--- src/rtl/div_sequencer_pkg.sv ---
// rtl/div_sequencer_pkg.sv - shared widths, iteration count and FSM state encoding for the divider sequencer
package div_sequencer_pkg;

  localparam int DW_DEFAULT   = 8;
  localparam int ITER_DEFAULT = DW_DEFAULT + 1;
  localparam int CNT_W        = 4;

  typedef enum logic [2:0] {
    S_IDLE    = 3'd0,
    S_LOAD    = 3'd1,
    S_SUB     = 3'd2,
    S_RESTORE = 3'd3,
    S_SHIFT   = 3'd4,
    S_DONE    = 3'd5,
    S_ERR     = 3'd6
  } state_e;

endpackage

--- src/rtl/div_iter_counter.sv ---
// rtl/div_iter_counter.sv - iteration counter with clear/increment and last-iteration flag
module div_iter_counter
  import div_sequencer_pkg::*;
#(
  parameter int ITER = ITER_DEFAULT
) (
  input  logic clk,
  input  logic rst_ni,
  input  logic clear_i,
  input  logic inc_i,
  output logic last_o
);

  localparam logic [CNT_W-1:0] CNT_LAST = CNT_W'(ITER - 1);

  logic [CNT_W-1:0] count_q, count_d;

  always_comb begin
    count_d = count_q;
    if (clear_i) begin
      count_d = '0;
    end else if (inc_i) begin
      count_d = count_q + 1'b1;
    end
  end

  always_ff @(posedge clk or negedge rst_ni) begin
    if (!rst_ni) begin
      count_q <= '0;
    end else begin
      count_q <= count_d;
    end
  end

  assign last_o = (count_q == CNT_LAST);

endmodule

--- src/rtl/div_sequencer.sv ---
// rtl/div_sequencer.sv - control FSM for the restoring shift-subtract divider
// Optional: DIV_OVERFLOW_CHECK_EN rejects divisions whose quotient cannot fit in DW bits.
module div_sequencer
  import div_sequencer_pkg::*;
#(
  parameter int DW = DW_DEFAULT
) (
  input  logic          clk,
  input  logic          reset,
  input  logic          start,
  input  logic [DW-1:0] divisor,
  input  logic [DW-1:0] dividend_hi,
  input  logic          alu_borrow,
  output logic          load_divisor,
  output logic          load_dividend,
  output logic          mux_sel,
  output logic          alu_sub,
  output logic          clear_quot,
  output logic          shift_quot_left,
  output logic          shift_div_right,
  output logic          quot_bit,
  output logic          busy,
  output logic          done,
  output logic          error
);

  localparam int ITER = DW + 1;

  state_e state_q, state_d;
  logic   quot_bit_q, quot_bit_d;
  logic   cnt_clear, cnt_inc, cnt_last;
  logic   overflow;

`ifdef DIV_OVERFLOW_CHECK_EN
  assign overflow = (dividend_hi >= divisor);
`else
  logic unused_dividend_hi;
  assign unused_dividend_hi = ^dividend_hi;
  assign overflow = 1'b0;
`endif

  div_iter_counter #(
    .ITER(ITER)
  ) u_counter (
    .clk    (clk),
    .rst_ni (reset),
    .clear_i(cnt_clear),
    .inc_i  (cnt_inc),
    .last_o (cnt_last)
  );

  always_comb begin
    state_d         = state_q;
    quot_bit_d      = quot_bit_q;
    cnt_clear       = 1'b0;
    cnt_inc         = 1'b0;
    load_divisor    = 1'b0;
    load_dividend   = 1'b0;
    mux_sel         = 1'b0;
    alu_sub         = 1'b0;
    clear_quot      = 1'b0;
    shift_quot_left = 1'b0;
    shift_div_right = 1'b0;
    busy            = 1'b1;
    done            = 1'b0;
    error           = 1'b0;
    case (state_q)
      S_IDLE: begin
        busy = 1'b0;
        if (start) begin
          if (divisor == '0 || overflow) begin
            state_d = S_ERR;
          end else begin
            state_d = S_LOAD;
          end
        end
      end
      S_LOAD: begin
        load_divisor  = 1'b1;
        load_dividend = 1'b1;
        mux_sel       = 1'b1;
        clear_quot    = 1'b1;
        cnt_clear     = 1'b1;
        state_d       = S_SUB;
      end
      // Trial subtract; a borrow means the divisor did not fit this bit position.
      S_SUB: begin
        alu_sub       = 1'b1;
        load_dividend = 1'b1;
        if (alu_borrow) begin
          state_d = S_RESTORE;
        end else begin
          quot_bit_d = 1'b1;
          state_d    = S_SHIFT;
        end
      end
      S_RESTORE: begin
        load_dividend = 1'b1;
        quot_bit_d    = 1'b0;
        state_d       = S_SHIFT;
      end
      S_SHIFT: begin
        shift_quot_left = 1'b1;
        shift_div_right = 1'b1;
        cnt_inc         = 1'b1;
        if (cnt_last) begin
          state_d = S_DONE;
        end else begin
          state_d = S_SUB;
        end
      end
      S_DONE: begin
        done    = 1'b1;
        state_d = S_IDLE;
      end
      S_ERR: begin
        done    = 1'b1;
        error   = 1'b1;
        state_d = S_IDLE;
      end
      default: begin
        busy    = 1'b0;
        state_d = S_IDLE;
      end
    endcase
  end

  always_ff @(posedge clk or negedge reset) begin
    if (!reset) begin
      state_q    <= S_IDLE;
      quot_bit_q <= 1'b0;
    end else begin
      state_q    <= state_d;
      quot_bit_q <= quot_bit_d;
    end
  end

  assign quot_bit = quot_bit_q;

endmodule

--- config.mk ---
export PLATFORM = sky130hd
export DESIGN_NAME = div_sequencer
export DESIGN_NICKNAME = d
export VERILOG_FILES = /design/src/rtl/div_sequencer_pkg.sv /design/src/rtl/div_iter_counter.sv /design/src/rtl/div_sequencer.sv
export SDC_FILE = /design/constraint.sdc
export NUM_CORES = 1
export LEC_CHECK = 0
export BUFFER_PORTS_ARGS = -buffer_cell sky130_fd_sc_hd__buf_4
export CAP_MARGIN = 20
export CORE_MARGIN = 4
export CORE_UTILIZATION = 39
export CTS_BUF_LIST = sky130_fd_sc_hd__clkbuf_16
export DETAILED_ROUTE_END_ITERATION = 10
export PLACE_DENSITY_LB_ADDON = 0.08
export SLEW_MARGIN = 15
export SYNTH_ARGS = -nofsm -noshare
export SYNTH_HDL_FRONTEND = slang
export SYNTH_SLANG_ARGS = --single-unit
--- constraint.sdc ---
create_clock -name clk -period 1.89 [get_ports clk]
set_clock_uncertainty 0.1 [all_clocks]
set_input_delay 0.2835 -clock clk [delete_from_list [all_inputs] [get_ports clk]]
set_output_delay 0.2835 -clock clk [all_outputs]
set_load 0.05 [all_outputs]
Yosys cells after proc, flatten, opt, wreduce, memory -nomap -nowiden
Index checks and enable logic that the tools add are counted.
{ "totals": {"word_cells": 37, "output_inout_bits": 11, "reg_bits": 8} }
{ "classes": {"n_mux": 16, "n_eq_ne": 9, "add_sub_neg": 1, "reduce_logical": 8} }
{ "op_table": {"columns": ["cell", "count"], "rows": [
  ["$pmux W3 S5", 1],
  ["$mux W3", 4],
  ["$eq A3 B3 Y1 const B", 3],
  ["$logic_not A8 Y1", 1],
  ["$mux W1", 8],
  ["$mux W4", 2],
  ["$eq A3 B2 Y1 const B", 2],
  ["$reduce_or A6 Y1", 1],
  ["$add A4 B1 Y4 const B", 1],
  ["$eq A4 B4 Y1 const B", 1],
  ["$ne A2 B2 Y1 const B", 2],
  ["$reduce_bool A2 Y1", 2],
  ["$eq A3 B1 Y1 const B", 1],
  ["$logic_not A3 Y1", 1],
  ["$reduce_or A3 Y1", 1],
  ["$pmux W1 S2", 1],
  ["$reduce_and A2 Y1", 1],
  ["$reduce_or A2 Y1", 1]
]} }

Longest topological paths before layout
{ "depth": {"word_depth": 4, "mapped_depth": 5, "ltp_nobuf": 5} }

Cells and area by module
From an unflattened synthesis, not the netlist that was laid out.
{ "unflattened": {"hier_cells": 60, "area_unflattened_um2": 551.8} }
{ "by_module_without_submodules": {"columns": ["mod", "seq_area_each_um2", "area_each_um2", "instances", "cells_each"], "rows": [
  ["div_sequencer", 100.1, 331.6, 1, 39],
  ["div_iter_counter", 100.1, 220.2, 1, 21]
]} }

Least setup slack after synthesis
Ideal clock, no wire load.
{ "synth_path": {"path_type": "flip-flop to output port", "start": "register state_q[2]", "end": "output load_divisor", "t_required_ps": 1507, "path_stages_with_launch": 5, "path_slack_ps": -203, "n_path_buf": 2, "arrival_time_ps": 1710, "path_cell_list": "dfrtp_1 > clkbuf_1 > or3b_2 > inv_1 > buf_4"} }
{ "synth_between": {"elab_chain_cells": 2} }
{ "synth_lines": {"columns": ["item", "line", "source"], "rows": [
  ["start: declaration", "div_sequencer.sv:29", "state_e state_q, state_d;"],
  ["start signal: assignment", "div_sequencer.sv:133", "state_q <= state_d;"],
  ["$eq A3 B1 Y1", null, null],
  ["$mux W1", null, null],
  ["end: declaration", "div_sequencer.sv:14", "output logic load_divisor,"]
]} }
No other way between the ends.

Worst setup path in the final report
{ "layout_path": {"start": "register state_q[1]", "end": "output shift_div_right"} }
{ "layout_between": {"elab_chain_cells": 2} }
{ "layout_lines": {"columns": ["item", "line", "source"], "rows": [
  ["$eq A3 B3 Y1", "div_sequencer.sv:67", "case (state_q)"],
  ["$mux W1", "div_sequencer.sv:67", null],
  ["end: declaration", "div_sequencer.sv:20", "output logic shift_div_right,"]
]} }
No other way between the ends.

==> impl_metrics.tcl <==
set metrics [dict create \
    place.port_buffers 22 \
    max-vdd-ir-drop_uv 845 \
    cp-end-kind "output port" \
    fmaxAchievable_mhz 538 \
    wl_met2_um 482 \
    grtUsageTotal 0.129 \
    initial_utilization 0.418 \
    io-pin-count 31 \
    final_common_cell "buf_4" \
    fill_cells 116 \
    clock_sinks 8 \
    cts_buffer_depth 2 \
    hold_viol 0 \
    core_area_um2 1300 \
    relSlewSlack 0.850 \
    setup_violations 0 \
    start_kind "register" \
    hold_path.class "in2reg" \
    syn_avg_cell_area_um2 8.92 \
    r2r_slack_ps 320 \
    status "completed" \
    min_to "quot_bit" \
    grt_pass1_vias 443 \
    grt.overflow.total 0 \
    clock_latency_ps 230 \
    hold_depth 3 \
    routed_wl_um 1160 \
    worstPathMaxFanout 10 \
    avgRoutedWirePerCell_um 12.1 \
    regArea_um2 204 \
    wl_met3_um 131 \
    period_needed_ps 1860 \
    arrival_ps 1470 \
    tightest_slew_ps 223 \
    leakage_nw 0.389 \
    cts_buffers 3 \
    yosysWarnings 0 \
    synth-seq-area-share 0.368 \
    final.setup.tns_ps 0 \
    drt_first_pass_iters 4 \
    final_util 0.605 \
    mostFrequentLayoutCells "22 x buf_4, 6 x nor2_1, 5 x nand2_1, 5 x dfrtp_1" \
    cts.clk_slew.worst_paths_ps 40 \
    via_per_inst 5.08 \
    powerDensity_nw_per_um2 1920 \
    ctsHtreeMaxLevel 1 \
    r2r-end "state_q[1]" \
    first_iter_violations 3 \
    worst_ep_required_time_ps 1510 \
    cts_tree "yes" \
    finalCritPeriodShare 0.983 \
    path_class "reg2out" \
    syn_inst 61 \
    fp.dieW_um 45.4 \
    p_int_mw 0.794 \
    synth_cell_types 32 \
    reg2regPathDepth 3 \
    die-area_um2 2060 \
    comb_power_share 0.560 \
    p_seq_frac 0.207 \
    rows 13 \
    ys_seq_elements 8 \
    hp-start "alu_borrow" \
    hpwlAfterDp_um 865 \
    drive_gt1_frac 0.432 \
    syn_area_um2 544 \
    finalMaxSlewViolations 0 \
    grt_pass1_wl_um 1820 \
    diodes 0 \
    dr_total_vias 488 \
    drt-met1-wl_um 536 \
    cts-root-buf "clkbuf_16" \
    top_layer_used "met4" \
    gp_congestion 0.680 \
    rsz0062_at_grt "yes" \
    grt_max_degree 13 \
    timing.rr.start "state_q[2]" \
    area_delta_synth_final_pct 44.6 \
    p_switching_mw 0.717 \
    drtAntennaViolNets 0 \
    antenna_found_initial 0 \
    p_sw_frac 0.474 \
    drcViolationCount 0 \
    drv_cap 0 \
    syn-num-nets 83 \
    nNetsFinal 105 \
    multi_input_area_um2 295 \
    power_frac_clock 0.233 \
    die-height_um 45.4 \
]
==> logic make-up after synthesis <==
logic type,share of synthesized area
AO/OA/AOI/OAI,0.124
XOR/XNOR,0.0161
adder cells (fa/ha/maj),0.0460
buffers and inverters,0.0942
flip-flops,0.368
multiplexers,0.0575
AND/OR/NAND/NOR,0.294
==> repair_timing <==
| action | CTS | global route |
|---|---|---|
| gates resized for setup | 3 | 0 |
| endpoints found under the hold margin | 8 | 0 |
| setup buffers | 0 | 0 |
| hold buffers | 1 | 0 |
| setup endpoints to repair | 4 | 5 |
==> stage by stage <==
step	power (mW)	area, um^2	hold slack, ps	instances	setup WS [ps]
after floorplan	1.01	566	-112	61	94.5
after global placement	1.15	698	5.51	92	220
after detailed placement	1.16	698	8.16	92	225
after CTS	1.52	787	232	96	30.9
after global routing	1.59	787	244	96	-11.3
final	1.51	787	230	96	32.1
==> layer usage <==
layer  GRT usage  vias up
met5           0        -
met4      0.0526        0
met3      0.0757        2
met2       0.172       20
met1       0.168      217
li1            -      249
==> worst max-delay path by stage <==
stage	start	slack (ps)	to	depth (start not counted)
2_1_floorplan	state_q[1]	90	shift_quot_left	4
3_3_place_gp	state_q[2]	220	shift_div_right	3
3_5_place_dp	state_q[2]	230	shift_div_right	3
4_1_cts	state_q[1]	30	shift_div_right	3
5_1_grt	state_q[2]	-10	mux_sel	3
6_report	state_q[1]	30	shift_div_right	3
==> area by class of cell <==
type / instances / share of cell area
inverters: 4 / 0.0238
multi-input cells: 43 / 0.375
clock buffers: 3 / 0.0954
well taps: 15 / 0.0238
repair buffers: 23 / 0.223
flip-flops and latches: 8 / 0.259
==> power by group through the flow <==
| stage | clock (mW) | sequential, mW | combinational [mW] |
|---|---|---|---|
| global placement | 0 | 0.312 | 0.843 |
| CTS | 0.354 | 0.312 | 0.854 |
| finish | 0.352 | 0.312 | 0.846 |
| detailed placement | 0 | 0.308 | 0.848 |
| global route | 0.366 | 0.327 | 0.899 |
| floorplan | 0 | 0.286 | 0.724 |
==> state kept, by name, indices dropped and copies added, names as in the netlist <==
name / cells
u_counter.count_q: 4
quot_bit: 1
state_q: 3
==> cells in the mapped netlist <==
master / number / area share
dfrtp_1: 8 / 0.37
nor2_1: 6 / 0.041
nand2_1: 5 / 0.034
buf_4: 3 / 0.041
inv_1: 3 / 0.021
a21oi_1: 2 / 0.018
a2bb2oi_1: 2 / 0.032
buf_2: 2 / 0.018
ha_1: 2 / 0.046
mux2i_1: 2 / 0.037
nand2b_1: 2 / 0.023
o21ai_0: 2 / 0.018
or3_1: 2 / 0.023
or4_4: 2 / 0.041
a31oi_1: 1 / 0.012
and2_1: 1 / 0.012
and3_1: 1 / 0.012
and3b_1: 1 / 0.016
clkbuf_1: 1 / 0.0069
inv_2: 1 / 0.0069
mux2_2: 1 / 0.021
nand3_1: 1 / 0.0092
nand3b_1: 1 / 0.014
nand4_1: 1 / 0.012
nor2b_1: 1 / 0.012
nor3_1: 1 / 0.0092
o21a_1: 1 / 0.014
o22a_1: 1 / 0.016
o31ai_1: 1 / 0.014
or3b_2: 1 / 0.016
or3b_4: 1 / 0.021
xor2_1: 1 / 0.016
==> worst max-delay path: stages, from the launching register on <==
cell,delay (ps)
dfrtp_2,460
or3b_4,450
inv_2,130
buf_4,210
Note: power is estimated with default switching activity, not from simulation.
